`src/rtl/mem_ctrl_pkg.sv`:
```
// Shared definitions for the memory access controller and its response
// serializer: FSM state encodings, response status bytes, command codes
// (shared with the UART command decoder) and frame-length constants.
package mem_ctrl_pkg;

    typedef enum logic [3:0] {
        IDLE,
        WR,
        RD_ISSUE,
        RD_WAIT,
        ERR,
        TX_LOAD,
        TX_ACK,
        TX_WAIT,
        DONE
    } state_t;

    localparam logic [7:0] STAT_READ     = 8'hA1;
    localparam logic [7:0] STAT_WRITE    = 8'hA2;
    localparam logic [7:0] STAT_ERR_BASE = 8'hE0;

    localparam logic [7:0] CMD_READ  = 8'h01;
    localparam logic [7:0] CMD_WRITE = 8'h02;

    // Frame lengths in bytes: status + 4 data bytes for reads, status only otherwise.
    localparam logic [2:0] LEN_READ  = 3'd5;
    localparam logic [2:0] LEN_SHORT = 3'd1;

    function automatic logic [7:0] err_status(input logic [2:0] err);
        return STAT_ERR_BASE | {5'b00000, err};
    endfunction

endpackage

```
`src/rtl/resp_serializer.sv`:
```
// Streams a response frame (up to 5 bytes, byte 0 first) to a byte-wide
// UART transmitter using a start/busy handshake.
//   clock, reset   : system clock, synchronous active-low reset
//   i_load         : one-cycle pulse, capture i_len/i_frame and begin sending
//   i_len          : number of bytes in the frame (1..5)
//   i_frame        : frame contents, byte 0 in bits 7:0
//   i_tx_busy      : transmitter busy
//   o_tx_byte      : byte presented to the transmitter
//   o_tx_start     : one-cycle start pulse to the transmitter
//   o_done         : one-cycle pulse once the last byte has been sent
module resp_serializer
    import mem_ctrl_pkg::*;
(
    input  logic        clock,
    input  logic        reset,
    input  logic        i_load,
    input  logic [2:0]  i_len,
    input  logic [39:0] i_frame,
    input  logic        i_tx_busy,
    output logic [7:0]  o_tx_byte,
    output logic        o_tx_start,
    output logic        o_done
);

    state_t      state_q, state_d;
    logic [2:0]  cnt_q, cnt_d;     // index of the byte currently on o_tx_byte
    logic [2:0]  len_q, len_d;
    logic [39:0] shift_q, shift_d;

    always_ff @(posedge clock) begin
        if (!reset) begin
            state_q <= IDLE;
            cnt_q   <= '0;
            len_q   <= '0;
            shift_q <= '0;
        end else begin
            state_q <= state_d;
            cnt_q   <= cnt_d;
            len_q   <= len_d;
            shift_q <= shift_d;
        end
    end

    always_comb begin
        state_d    = state_q;
        cnt_d      = cnt_q;
        len_d      = len_q;
        shift_d    = shift_q;
        o_tx_start = 1'b0;
        o_done     = 1'b0;
        case (state_q)
            IDLE: begin
                if (i_load) begin
                    shift_d = i_frame;
                    len_d   = i_len;
                    cnt_d   = '0;
                    state_d = TX_LOAD;
                end
            end
            TX_LOAD: begin
                if (!i_tx_busy) begin
                    o_tx_start = 1'b1;
                    state_d    = TX_ACK;
                end
            end
            // Wait for the transmitter to acknowledge the start before
            // watching for the end of the byte.
            TX_ACK: begin
                if (i_tx_busy) state_d = TX_WAIT;
            end
            TX_WAIT: begin
                if (!i_tx_busy) begin
                    if (cnt_q == len_q - 3'd1) begin
                        o_done  = 1'b1;
                        state_d = IDLE;
                    end else begin
                        cnt_d   = cnt_q + 3'd1;
                        shift_d = {8'h00, shift_q[39:8]};
                        state_d = TX_LOAD;
                    end
                end
            end
            default: state_d = IDLE;
        endcase
    end

    // The low byte of the shift register is the byte on the wire; it only
    // changes when the next byte is shifted in or a new frame is loaded.
    assign o_tx_byte = shift_q[7:0];

endmodule

```
`src/rtl/mem_access_controller.sv`:
```
// Sequences decoded UART commands into a single-port BRAM (one write or one
// read per command) and streams a response frame to uart_tx.
//   clock, reset      : system clock, synchronous active-low reset
//   i_done            : one-cycle pulse, decoded request valid
//   i_readwrite       : 1 = read, 0 = write
//   i_address/i_data  : word address / write data (byte 0 = bits 7:0)
//   i_error           : decoder error code, nonzero = failed command
//   o_mem_*           : BRAM port (enable, write enable, address, write data)
//   i_mem_rdata       : BRAM read data, valid READ_LATENCY cycles after enable
//   o_tx_byte/o_tx_start/i_tx_busy : uart_tx interface
//   o_busy            : high whenever an operation is in progress
//   o_dropped         : one-cycle pulse, a request arrived while busy
module mem_access_controller
    import mem_ctrl_pkg::*;
#(
    parameter int ADDR_WIDTH   = 15,
    parameter int DATA_WIDTH   = 32,
    parameter int READ_LATENCY = 1,
    parameter int ACK_WRITE    = 1
) (
    input  logic                  clock,
    input  logic                  reset,
    input  logic                  i_done,
    input  logic                  i_readwrite,
    input  logic [ADDR_WIDTH-1:0] i_address,
    input  logic [DATA_WIDTH-1:0] i_data,
    input  logic [2:0]            i_error,
    output logic                  o_mem_en,
    output logic                  o_mem_we,
    output logic [ADDR_WIDTH-1:0] o_mem_addr,
    output logic [DATA_WIDTH-1:0] o_mem_wdata,
    input  logic [DATA_WIDTH-1:0] i_mem_rdata,
    output logic [7:0]            o_tx_byte,
    output logic                  o_tx_start,
    input  logic                  i_tx_busy,
    output logic                  o_busy,
    output logic                  o_dropped
);

    localparam logic [1:0] LAT_LAST = 2'(READ_LATENCY);

    state_t                state_q, state_d;
    logic                  rw_q, rw_d;
    logic [ADDR_WIDTH-1:0] addr_q, addr_d;
    logic [DATA_WIDTH-1:0] data_q, data_d;
    logic [2:0]            err_q, err_d;
    logic [1:0]            lat_q, lat_d;
    logic                  drop_q;

    logic                  ser_load;
    logic [2:0]            ser_len;
    logic [DATA_WIDTH+7:0] ser_frame;
    logic                  ser_done;

    always_ff @(posedge clock) begin
        if (!reset) begin
            state_q <= IDLE;
            rw_q    <= 1'b0;
            addr_q  <= '0;
            data_q  <= '0;
            err_q   <= '0;
            lat_q   <= '0;
            drop_q  <= 1'b0;
        end else begin
            state_q <= state_d;
            rw_q    <= rw_d;
            addr_q  <= addr_d;
            data_q  <= data_d;
            err_q   <= err_d;
            lat_q   <= lat_d;
            // Anything outside IDLE, including the DONE cycle, rejects requests.
            drop_q  <= i_done && (state_q != IDLE);
        end
    end

    always_comb begin
        state_d   = state_q;
        rw_d      = rw_q;
        addr_d    = addr_q;
        data_d    = data_q;
        err_d     = err_q;
        lat_d     = lat_q;
        o_mem_en  = 1'b0;
        o_mem_we  = 1'b0;
        ser_load  = 1'b0;
        ser_len   = LEN_SHORT;
        ser_frame = {{DATA_WIDTH{1'b0}}, STAT_WRITE};
        case (state_q)
            IDLE: begin
                if (i_done) begin
                    rw_d   = i_readwrite;
                    addr_d = i_address;
                    data_d = i_data;
                    err_d  = i_error;
                    if (i_error != 3'd0)  state_d = ERR;
                    else if (i_readwrite) state_d = RD_ISSUE;
                    else                  state_d = WR;
                end
            end
            WR: begin
                o_mem_en = 1'b1;
                o_mem_we = 1'b1;
                if (ACK_WRITE != 0) begin
                    ser_load = 1'b1;
                    state_d  = TX_WAIT;
                end else begin
                    state_d  = DONE;
                end
            end
            RD_ISSUE: begin
                o_mem_en = 1'b1;
                lat_d    = '0;
                state_d  = RD_WAIT;
            end
            // Count out READ_LATENCY cycles, then take the data on the
            // following cycle; the BRAM output holds until its next enable.
            RD_WAIT: begin
                if (lat_q == LAT_LAST) begin
                    ser_load  = 1'b1;
                    ser_len   = LEN_READ;
                    ser_frame = {i_mem_rdata, STAT_READ};
                    state_d   = TX_WAIT;
                end else begin
                    lat_d = lat_q + 2'd1;
                end
            end
            ERR: begin
                ser_load  = 1'b1;
                ser_frame = {{DATA_WIDTH{1'b0}}, err_status(err_q)};
                state_d   = TX_WAIT;
            end
            // The serializer owns the frame while the main FSM parks here.
            TX_WAIT: begin
                if (ser_done) state_d = DONE;
            end
            DONE:    state_d = IDLE;
            default: state_d = IDLE;
        endcase
    end

    resp_serializer u_ser (
        .clock      (clock),
        .reset      (reset),
        .i_load     (ser_load),
        .i_len      (ser_len),
        .i_frame    (ser_frame),
        .i_tx_busy  (i_tx_busy),
        .o_tx_byte  (o_tx_byte),
        .o_tx_start (o_tx_start),
        .o_done     (ser_done)
    );

    assign o_mem_addr  = addr_q;
    assign o_mem_wdata = data_q;
    assign o_busy      = (state_q != IDLE);
    assign o_dropped   = drop_q;

endmodule

```
`config.mk`:
```
export PLATFORM = sky130hd
export DESIGN_NAME = mem_access_controller
export DESIGN_NICKNAME = d
export VERILOG_FILES = /design/src/rtl/mem_ctrl_pkg.sv /design/src/rtl/resp_serializer.sv /design/src/rtl/mem_access_controller.sv
export SDC_FILE = /design/constraint.sdc
export NUM_CORES = 1
export LEC_CHECK = 0
export BUFFER_PORTS_ARGS = -buffer_cell sky130_fd_sc_hd__buf_4
export CAP_MARGIN = 20
export CORE_ASPECT_RATIO = 2
export CORE_UTILIZATION = 50
export CTS_CLUSTER_DIAMETER = 30
export CTS_CLUSTER_SIZE = 28
export DETAILED_ROUTE_END_ITERATION = 10
export PLACE_DENSITY = 0.83
export SYNTH_ARGS = -nofsm -noshare
export SYNTH_HDL_FRONTEND = slang
export SYNTH_SLANG_ARGS = --single-unit
```
`constraint.sdc`:
```
create_clock -name clock -period 2.9 [get_ports clock]
set_input_delay 0 -clock clock [delete_from_list [all_inputs] [get_ports clock]]
set_output_delay 0 -clock clock [all_outputs]
set_load 0.01 [all_outputs]
```
==> metrics.yaml <==
run_status:
  status: "complete, but fails checks"
  violations: "hold timing"
setup_path:
  cp_slowest_cell: "nor3_4"
  crit_fanout: 28
  path_cells: "xnor2_2 > mux2i_4 > nor3_4 > nor2_2 > buf_4 > o31ai_1"
  endpoint_kind: "flip-flop"
  worstPathArrival_ns: 2.77
  rr_worst_depth: 6
  ff2ff_setup_slack_ns: 0.36
  crit_type: "flip-flop to flip-flop"
  required_ns: 3.13
  worst_setup_path_start_kind: "flip-flop"
  slowest_delay_ns: 0.87
global_route:
  gr-total-overflow: 0
  grt_usage_pct: 28.1
  grt_pass1_vias: 4639
  grt_first_pass_wirelength_um: 21600
  antenna_found_initial: 0
  grt_max_degree: 51
drt:
  drt_wl_total_um: 14000
  first_iter_violations: 351
  drcViolationCount: 0
  via_per_inst: 5.74
  ant_nets: 0
  vias: 4767
  first_pass_iters: 7
  wire_per_inst_um: 16.8
timing:
  drv_slew: 0
  tightestPinTransition_ns: 1.06
  slew_headroom_pct: 29.2
  finalCritPeriodShare_pct: 87.5
  rsz0062_at_grt: "false"
  fmax_ghz: 0.394
  finalSetupViolations: 0
  holdWs_ns: -0.0133
  min_period_ns: 2.54
  fin_worst_skew_ns: 0.0127
  fin_setup_tns_ns: 0
  hold_viol: 1
yosys:
  synth-seq-cells: 105
  synth_fp_nets: 622
  synth-edff-count: 0
  synth-seq-area-share_pct: 45.9
  ys_types: 51
  ys_dominant_reg_cell: "dfxtp_1"
  syn_area_mm2: 0.00458
  ys_async_sr_fraction_pct: 0
  avgSynthCellArea_um2: 8.59
  ys_warn_count: 0
  syn_inst: 533
layout:
  stdcell_area_mm2: 0.00670
  fill_cells: 614
  diodes: 0
  layout_common_cells: "buf_4, nand2_1, dfxtp_1"
  drive_above_1_share_pct: 29.5
  final_common_cell: "buf_4"
  instances_no_fill: 830
  syn2layout_area_growth_pct: 46.3
  layout.nets: 812
clocking:
  cts_buffer_depth: 2
  cts_resized: 0
  clk_latency_ns: 0.34
  cts.clk_slew.worst_paths_ns: 0.07
  cts_tree: "built"
  htree_num_levels: 3
  clock_sinks: 105
  cts_made_buffers: 9
  root_buffer: "clkbuf_16"
placement:
  dp.cells: 733
  hpwl_um: 8780
  portBuffers: 146
  gp_congestion: 0.839
  dpl-instance-area_mm2: 0.00559
pwr:
  power.density_mw_per_mm2: 775
  clock_power_share_pct: 23.6
  ir_worst_vdd_mv: 0.597
  combPwrFrac_pct: 37.6
  power_mw: 5.19
  p_int_mw: 3.33
  seq_power_share_pct: 38.9
  switching_share_pct: 36.0
  leakagePower_nw: 2.72
  p_switching_mw: 1.87
job:
  drv_cap: 0
hold_path:
  hold_depth: 3
  hold_class: "input port to flip-flop"
die:
  rows: 49
  core-area_mm2: 0.00895
  die_h_um: 137
  die_x_um: 69.7
  die-area_mm2: 0.00957
  initial_core_util_pct: 51.2
  boundaryPins: 147
-- Yosys cell counts, types with 2 or more instances --
master,count,area (µm²)
nand2_1,112,420
dfxtp_1,105,2100
a21oi_1,60,300
nor3_1,34,170
clkbuf_1,29,109
a222oi_1,22,220
nor3_2,20,200
nand3_1,16,80.1
buf_2,15,75.1
nand4_1,11,68.8
o21ai_2,10,87.6
nor2_1,9,33.8
buf_4,8,60.1
and3_1,7,43.8
o21ai_0,7,35.0
buf_6,6,67.6
inv_1,5,18.8
a211oi_1,4,30.0
nand2b_1,4,25.0
a22oi_1,3,22.5
mux2i_1,3,30.0
nand4b_1,3,26.3
or3_1,3,18.8
a21o_1,2,15.0
and3b_1,2,17.5
ha_1,2,25.0
nor2_2,2,12.5
nor2b_1,2,12.5
nor4_1,2,12.5
nor4b_1,2,17.5
o211ai_1,2,15.0
o221a_2,2,22.5
-- final cells by class --
type | instances | area, µm² | share of cell area [%]
Sequential cell | 105 | 2100 | 31.4
Multi-Input combinational cell | 364 | 2150 | 32.1
Timing Repair Buffer | 238 | 2000 | 29.9
Inverter | 5 | 18.8 | 0.280
Clock inverter | 7 | 75.1 | 1.12
Tap cell | 102 | 128 | 1.90
Clock buffer | 9 | 225 | 3.36
-- power groups by stage --
stage          registers [mW]  logic (mW)  clock network [mW]
2_1_floorplan            1.98        1.31                   0
3_3_place_gp             2.02        1.78                   0
3_5_place_dp             2.04        1.83                   0
4_1_cts                  2.01        1.93                1.25
5_1_grt                  2.05        2.12                1.30
6_report                 2.02        1.95                1.22
-- cell families after synthesis --
family / after synthesis / share of synthesized area, %
and+or+nand+nor: 235 / 26.6
AOI/OAI and AO/OA: 120 / 17.8
DFF: 105 / 45.9
buffers and inverters: 64 / 7.29
muxes: 4 / 1.15
xor gates and xnor gates: 3 / 0.738
adders and majority gates: 2 / 0.546
-- sequential cells by signal, indices dropped and copies added (netlist names) --
name,count
u_ser.shift_q,40
o_mem_wdata,32
o_mem_addr,15
state_q,4
err_q,3
u_ser.cnt_q,3
u_ser.state_q,3
lat_q,2
u_ser.len_q,2
o_dropped,1
-- routing by layer --
metal	share of wire [%]	GRT usage, %	vias up
met2	54	54.0	214
met4	3.1	12.6	0
met5	0	0	-
li1	-	-	2275
met3	6.3	5.93	33
met1	36	28.6	2245
-- worst max-delay path, delay by kind of cell, from the launching register on --
family	cells	cell delay (ns)
AO/OA/AOI/OAI	1	0.31
flip-flops	1	0.42
AND/OR/NAND/NOR	2	1.08
multiplexers	1	0.23
XOR/XNOR	1	0.12
buffers and inverters	1	0.27
-- worst paths after layout --
path / from / end
setup / recovery: u_ser.cnt_q[2] / u_ser.shift_q[0]
hold / removal: i_mem_rdata[2] / u_ser.shift_q[10]
setup reg to reg: u_ser.cnt_q[2] / u_ser.shift_q[0]
hold reg to reg: o_mem_addr[13] / o_mem_addr[13]
-- metrics by stage --
step	setup slack, ns	utilization (%)
after floorplan	1.12	-
after global placement	0.582	62.4
after detailed placement	0.477	62.4
after CTS	0.440	74.7
after global routing	0.267	74.9
final	0.364	74.9
-- repair_timing --
item,in CTS,in global routing
hold endpoints to repair,81,1
hold buffers,80,1
setup buffers,0,0
(Power assumes the default switching activity.)
